`src/rtl/mem_arbiter_pkg.sv`:
```
// Shared types for the instruction-fetch / load-store memory arbiter.
package mem_arbiter_pkg;

  typedef logic [31:0] uint32_t;

  typedef enum logic [1:0] {
    IDLE  = 2'd0,
    ISSUE = 2'd1,
    WAIT  = 2'd2
  } arb_state_t;

  typedef enum logic {
    FETCH = 1'b0,
    DATA  = 1'b1
  } arb_owner_t;

  typedef struct packed {
    logic [29:0] addr;
    logic        we;
    logic [3:0]  mask;
    uint32_t     wdata;
  } mem_req_t;

  localparam logic [3:0] FETCH_MASK = 4'b1111;

  // A fetch is always a full-word read with no write data.
  function automatic mem_req_t fetch_req(input logic [29:0] addr);
    mem_req_t req;
    req.addr  = addr;
    req.we    = 1'b0;
    req.mask  = FETCH_MASK;
    req.wdata = 32'd0;
    return req;
  endfunction

endpackage

```
`src/rtl/mem_arbiter.sv`:
```
// Two-port memory arbiter: instruction fetch and load/store share one memory
// port, one transaction in flight. Data side has priority; a starvation
// counter hands the port to fetch after STARVE_MAX data grants while it waits.
module mem_arbiter
  import mem_arbiter_pkg::*;
#(
  parameter int MEM_LATENCY = 1,
  parameter int STARVE_MAX  = 4
) (
  input  logic        clk,
  input  logic        rst_n,
  input  logic        if_req,
  input  logic [29:0] if_addr,
  output logic        if_gnt,
  output logic        if_rvalid,
  output uint32_t     if_rdata,
  input  logic        d_req,
  input  logic        d_we,
  input  logic [29:0] d_addr,
  input  logic [3:0]  d_wmask,
  input  uint32_t     d_wdata,
  output logic        d_gnt,
  output logic        d_rvalid,
  output uint32_t     d_rdata,
  output logic [29:0] mem_addr,
  output logic        mem_read,
  output logic        mem_write,
  output logic [3:0]  mem_mask,
  output uint32_t     mem_wdata,
  input  uint32_t     mem_rdata
);

  localparam logic [3:0] STARVE_LIM = 4'(STARVE_MAX);
  localparam logic [2:0] WAIT_INIT  = 3'(MEM_LATENCY - 1);

  arb_state_t r_state;
  arb_owner_t r_owner;
  mem_req_t   r_req;
  logic [3:0] r_starve;
  logic [2:0] r_wait;

  logic w_if_gnt;
  logic w_d_gnt;
  logic w_issue;
  logic w_done;

  assign w_issue = (r_state == ISSUE);
  assign w_done  = (r_state == WAIT) && (r_wait == 3'd0);

  // Priority pick in IDLE; gated by rst_n so grants drop the instant reset asserts.
  always_comb begin
    w_if_gnt = 1'b0;
    w_d_gnt  = 1'b0;
    if (rst_n && (r_state == IDLE)) begin
      if (if_req && (r_starve == STARVE_LIM)) begin
        w_if_gnt = 1'b1;
      end else if (d_req) begin
        w_d_gnt = 1'b1;
      end else if (if_req) begin
        w_if_gnt = 1'b1;
      end else begin
        w_if_gnt = 1'b0;
        w_d_gnt  = 1'b0;
      end
    end else begin
      w_if_gnt = 1'b0;
      w_d_gnt  = 1'b0;
    end
  end

  assign if_gnt = w_if_gnt;
  assign d_gnt  = w_d_gnt;

  // Transaction sequencing: IDLE -> ISSUE (command) -> WAIT (latency count) -> IDLE.
  always_ff @(posedge clk or negedge rst_n) begin
    if (!rst_n) begin
      r_state <= IDLE;
      r_wait  <= 3'd0;
    end else begin
      case (r_state)
        IDLE: begin
          if (w_if_gnt || w_d_gnt) begin
            r_state <= ISSUE;
          end else begin
            r_state <= IDLE;
          end
        end
        ISSUE: begin
          r_state <= WAIT;
          r_wait  <= WAIT_INIT;
        end
        WAIT: begin
          if (r_wait == 3'd0) begin
            r_state <= IDLE;
          end else begin
            r_wait <= r_wait - 3'd1;
          end
        end
        default: begin
          r_state <= IDLE;
          r_wait  <= 3'd0;
        end
      endcase
    end
  end

  // Capture the winner's request so the requester is free the cycle after its grant.
  always_ff @(posedge clk or negedge rst_n) begin
    if (!rst_n) begin
      r_owner <= FETCH;
      r_req   <= '{addr: 30'd0, we: 1'b0, mask: 4'd0, wdata: 32'd0};
    end else if (w_d_gnt) begin
      r_owner <= DATA;
      r_req   <= '{addr: d_addr, we: d_we, mask: d_wmask, wdata: d_wdata};
    end else if (w_if_gnt) begin
      r_owner <= FETCH;
      r_req   <= fetch_req(if_addr);
    end else begin
      r_owner <= r_owner;
      r_req   <= r_req;
    end
  end

  // Count data grants that bypassed a waiting fetch; a fetch grant clears it.
  always_ff @(posedge clk or negedge rst_n) begin
    if (!rst_n) begin
      r_starve <= 4'd0;
    end else if (w_if_gnt) begin
      r_starve <= 4'd0;
    end else if (w_d_gnt && if_req && (r_starve < STARVE_LIM)) begin
      r_starve <= r_starve + 4'd1;
    end else begin
      r_starve <= r_starve;
    end
  end

  // Memory command is driven only during the single ISSUE cycle.
  always_comb begin
    mem_addr  = 30'd0;
    mem_read  = 1'b0;
    mem_write = 1'b0;
    mem_mask  = 4'd0;
    mem_wdata = 32'd0;
    if (w_issue) begin
      mem_addr  = r_req.addr;
      mem_read  = ~r_req.we;
      mem_write = r_req.we;
      mem_mask  = r_req.mask;
      mem_wdata = r_req.wdata;
    end else begin
      mem_addr  = 30'd0;
      mem_read  = 1'b0;
      mem_write = 1'b0;
      mem_mask  = 4'd0;
      mem_wdata = 32'd0;
    end
  end

  // Completion strobe to the owner only; stores complete with zero data.
  always_comb begin
    if_rvalid = 1'b0;
    if_rdata  = 32'd0;
    d_rvalid  = 1'b0;
    d_rdata   = 32'd0;
    if (w_done && (r_owner == FETCH)) begin
      if_rvalid = 1'b1;
      if_rdata  = mem_rdata;
    end else if (w_done && (r_owner == DATA)) begin
      d_rvalid = 1'b1;
      d_rdata  = r_req.we ? 32'd0 : mem_rdata;
    end else begin
      if_rvalid = 1'b0;
      d_rvalid  = 1'b0;
    end
  end

endmodule

```
`config.mk`:
```
export PLATFORM = sky130hd
export DESIGN_NAME = mem_arbiter
export DESIGN_NICKNAME = d
export VERILOG_FILES = /design/src/rtl/mem_arbiter_pkg.sv /design/src/rtl/mem_arbiter.sv
export SDC_FILE = /design/constraint.sdc
export NUM_CORES = 1
export LEC_CHECK = 0
export CORE_MARGIN = 1
export CORE_UTILIZATION = 37
export CTS_CLUSTER_DIAMETER = 150
export DETAILED_ROUTE_END_ITERATION = 8
export PLACE_DENSITY = 0.9
export SYNTH_ARGS = -nofsm -noshare
export SYNTH_HDL_FRONTEND = slang
export SYNTH_SLANG_ARGS = --single-unit
```
`constraint.sdc`:
```
create_clock -name clk -period 2.4 [get_ports clk]
set_clock_uncertainty 0.15 [all_clocks]
set_input_delay 0.48 -clock clk [delete_from_list [all_inputs] [get_ports clk]]
set_output_delay 0.48 -clock clk [all_outputs]
set_load 0.005 [all_outputs]
```
==> results by group <==
STA
  – Crit path time final: between 2 and 3 ns
  – Worst Max-Slew Pin Slew: 0.765 ns
  – Max Fclk: 0.372 GHz
  – Final Setup Violations: 65
  – Slew headroom: 49.0%
  – Fin. Hold Viols: 0
  – Worst hold-check slack: 0.213 ns
  – Setup ws final: -0.291 ns
  – Slew Limit Fails: 0
  – Period utilisation layout: 112%
  – RSZ-0062 raised after global routing: yes

Status
  – Failing checks: negative setup slack
  – Status: finished with violations

Global route
  – Initial antenna violation count: 0
  – Global-route usage over all layers: 27.9%
  – Largest net degree at the start of global routing: 60
  – Vias in the first global route: 4774
  – Grt total ovfl: 0
  – First-pass GRT wire length: 24900 um

Placement
  – Port buffer count: 268
  – Inst Count DP: between 800 and 900
  – Post-DP HPWL: 10900 um
  – GP Congestion: 0.869

Power and ir drop
  – Sw Share: 29.2%
  – Clock power share: between 20 and 30%
  – Power share of the combinational group: 33.5%
  – Seq pwr share: 38.4%
  – Sw Pwr: approximately 1.3 mW
  – VDD IR max: 0.370 mV
  – Static Leak: 3.74 nW
  – PwrDens: approximately 560 mW/mm^2
  – Internal power: between 3 and 4 mW

Floorplan
  – Core box area: 0.0109 mm^2
  – Die Ht: 108 um
  – Initial Util: between 30% and 40%
  – Die area: 0.0118 mm^2
  – Row Count: 38
  – Die X-Extent: 108 um
  – I/O Pins: approximately 270

Worst setup path
  – WS Path Type: reg -> out
  – Worst r2r src: r_state[0]$_DFFE_PN0P_
  – R2r setup slk: 0.42 ns
  – Worst setup SP type: flip-flop
  – Reg2Reg Depth: 9
  – Critical path peak fanout: 8
  – Worst endpoint data arrival time: a little over 2 ns
  – FF-to-FF End: r_req[56]$_DFFE_PN0P_
  – Crit. End Element: primary output
  – Worst EP required: 1.77 ns

Synthesis
  – Sequential-to-total area share from yosys stat: approximately 46%
  – Syn Nets: 587
  – Adder-Cell Fraction of Synth Area: 1.19%
  – Synthesized area: 0.00419 mm^2
  – Mapped Avg Cell Area: 9.31 um^2
  – Synth Area in Compound Gates: a little under a tenth
  – Synth warnings: 0
  – Yosys cell types: 34
  – Cells after synthesis: 450
  – Synth Register Bits: 77
  – Mux cell area share after synthesis: less than 1%
  – Largest family of logic cells by synthesized area: simple AND/OR/NAND/NOR gates
  – Synth Area in XOR/XNOR: 0.209%
  – Post-Synth Simple-Gate Area: 37.7%

Worst hold path
  – Hold Path Class: in -> async

Final layout
  – Most common cell after layout, fill and taps aside: clkdlybuf4s50_1
  – Final #Nets: just under 900
  – Most frequent cells in the layout: clkdlybuf4s50_1, nor3_1, dfrtp_1
  – Area growth from synthesis to layout: 90.3%
  – Ant. Diodes: 0
  – Layout fillers: 795
  – Layout cells sized above 1: a little over a third
  – Final Util: 72.9%
  – Non-filler cells, final: 900

Clock tree
  – CTS Buffer Depth: 2
  – H-tree Lvls: 3
  – Num Clock Sinks: 77
  – Worst-Skew Late Latency: around 0.32 ns
  – CTS tree: yes
  – Worst-path clk slew: 0.06 ns
  – Inserted Clock Buffers: 9
  – Clock Tree Root: clkbuf_16

Drt
  – Iteration count of the initial detailed-routing pass: 4
  – Antenna violation net count after detailed routing: 0
  – DR vias/cell: 5.21
  – Initial DRC Count: 254
  – DRT Wirelength: 17100 um
  – WL/cell: around 19 um
  – DRC violations left: 0
  – Vias: around 4700

Job
  – Max_cap viols: 0
timing repair:
item                       4_1_cts  5_1_grt
hold endpoints to repair        11        0
setup endpoints to repair      135      107
hold buffers                     1        0
pin swaps                       25       30
gates resized for setup        460      145
cloned                          10        3
buffers inserted                28        5
power groups by stage:
stage | logic, mW | registers (mW) | clock network, mW
6_report | 1.50 | 1.73 | 1.26
5_1_grt | 1.62 | 1.76 | 1.34
4_1_cts | 1.47 | 1.72 | 1.28
3_5_place_dp | 1.28 | 1.74 | 0
3_3_place_gp | 1.24 | 1.72 | 0
2_1_floorplan | 0.582 | 1.68 | 0
worst max-delay path, cell delays in order, from the launching register on:
cell and delay (ns):
dfrtp_1 0.40, inv_2 0.09, ha_4 0.14, ha_4 0.13, nand2_4 0.05, nor3b_2 0.19
and2b_2 0.20, buf_6 0.12, buf_8 0.12, buf_6 0.09, and2_4 0.12, buf_6 0.08
cell usage after synthesis:
master | number | area share (%)
and2_1 | 132 | 20
nor3_1 | 86 | 10
dfrtp_1 | 77 | 46
nor2_1 | 37 | 3.3
a22o_1 | 34 | 7.1
clkbuf_1 | 20 | 1.8
buf_2 | 7 | 0.84
buf_6 | 7 | 1.9
inv_1 | 6 | 0.54
nor3_2 | 5 | 1.2
ha_1 | 4 | 1.2
nand2_1 | 4 | 0.36
o22a_1 | 4 | 0.84
clkbuf_2 | 3 | 0.36
a211oi_1 | 2 | 0.36
and2b_1 | 2 | 0.36
nor2b_1 | 2 | 0.30
o21ai_0 | 2 | 0.24
a21oi_1 | 1 | 0.12
clkinv_2 | 1 | 0.12
inv_2 | 1 | 0.089
mux2_2 | 1 | 0.27
nand2_4 | 1 | 0.27
nand2b_1 | 1 | 0.15
nand3_1 | 1 | 0.12
nand4b_1 | 1 | 0.21
nand4bb_1 | 1 | 0.27
nor3b_2 | 1 | 0.30
nor3b_4 | 1 | 0.45
nor4b_1 | 1 | 0.21
o21a_1 | 1 | 0.18
o21ai_2 | 1 | 0.21
or3b_1 | 1 | 0.21
xnor2_1 | 1 | 0.21
cells by family (layout without fill, tap and decap cells):
family	Yosys count	in the layout
compound gates	45	45
xor+xnor	1	1
fa+ha+maj	4	4
buf+inv	45	355
flops	77	77
mux	1	1
simple gates	277	277
metrics by stage:
stage	setup WS [ns]	setup TNS [ns]	area [um^2]	power, mW
after floorplan	0.278	0	4190	2.27
after global placement	-0.274	-10.33	7080	2.96
after detailed placement	-0.299	-16.50	7080	3.02
after CTS	-0.455	-22.02	7910	4.47
after global routing	-0.371	-16.23	7970	4.71
final	-0.291	-11.76	7970	4.49
cell type report:
cell class	instances	area (um^2)	area share [%]
Clock inverter	6	38.8	0.487
Multi-Input combinational cell	328	2240	28.1
Sequential cell	77	1930	24.2
Timing Repair Buffer	331	3320	41.7
Tap cell	140	175	2.20
Clock buffer	10	239	3.00
Inverter	8	31.3	0.392
worst max path at each step:
stage	startpoint	end	slack, ns	cells past startpoint
2_1_floorplan	r_wait[0]$_DFFE_PN0P_	d_rdata[10]	0.28	8
3_3_place_gp	if_req	if_gnt	-0.27	5
3_5_place_dp	if_req	if_gnt	-0.30	5
4_1_cts	r_wait[0]$_DFFE_PN0P_	if_rdata[20]	-0.46	12
5_1_grt	r_wait[0]$_DFFE_PN0P_	d_rdata[5]	-0.37	11
6_report	r_wait[0]$_DFFE_PN0P_	d_rdata[5]	-0.29	11
flip-flops by register name, indices dropped and copies added (netlist names):
| signal | cells |
|---|---|
| r_wait | 3 |
| r_req | 67 |
| r_starve | 4 |
| r_owner | 1 |
| r_state | 2 |
layer usage:
metal,GRT usage [%],vias up,wire length (um),share of wire [%]
met3,6.09,38,1210,7.0
met4,10.8,0,542,3.2
met5,0,-,0,0
met1,29.9,2281,6090,36
met2,52.7,242,9260,54
li1,-,2132,-,-
(Power assumes the default switching activity.)
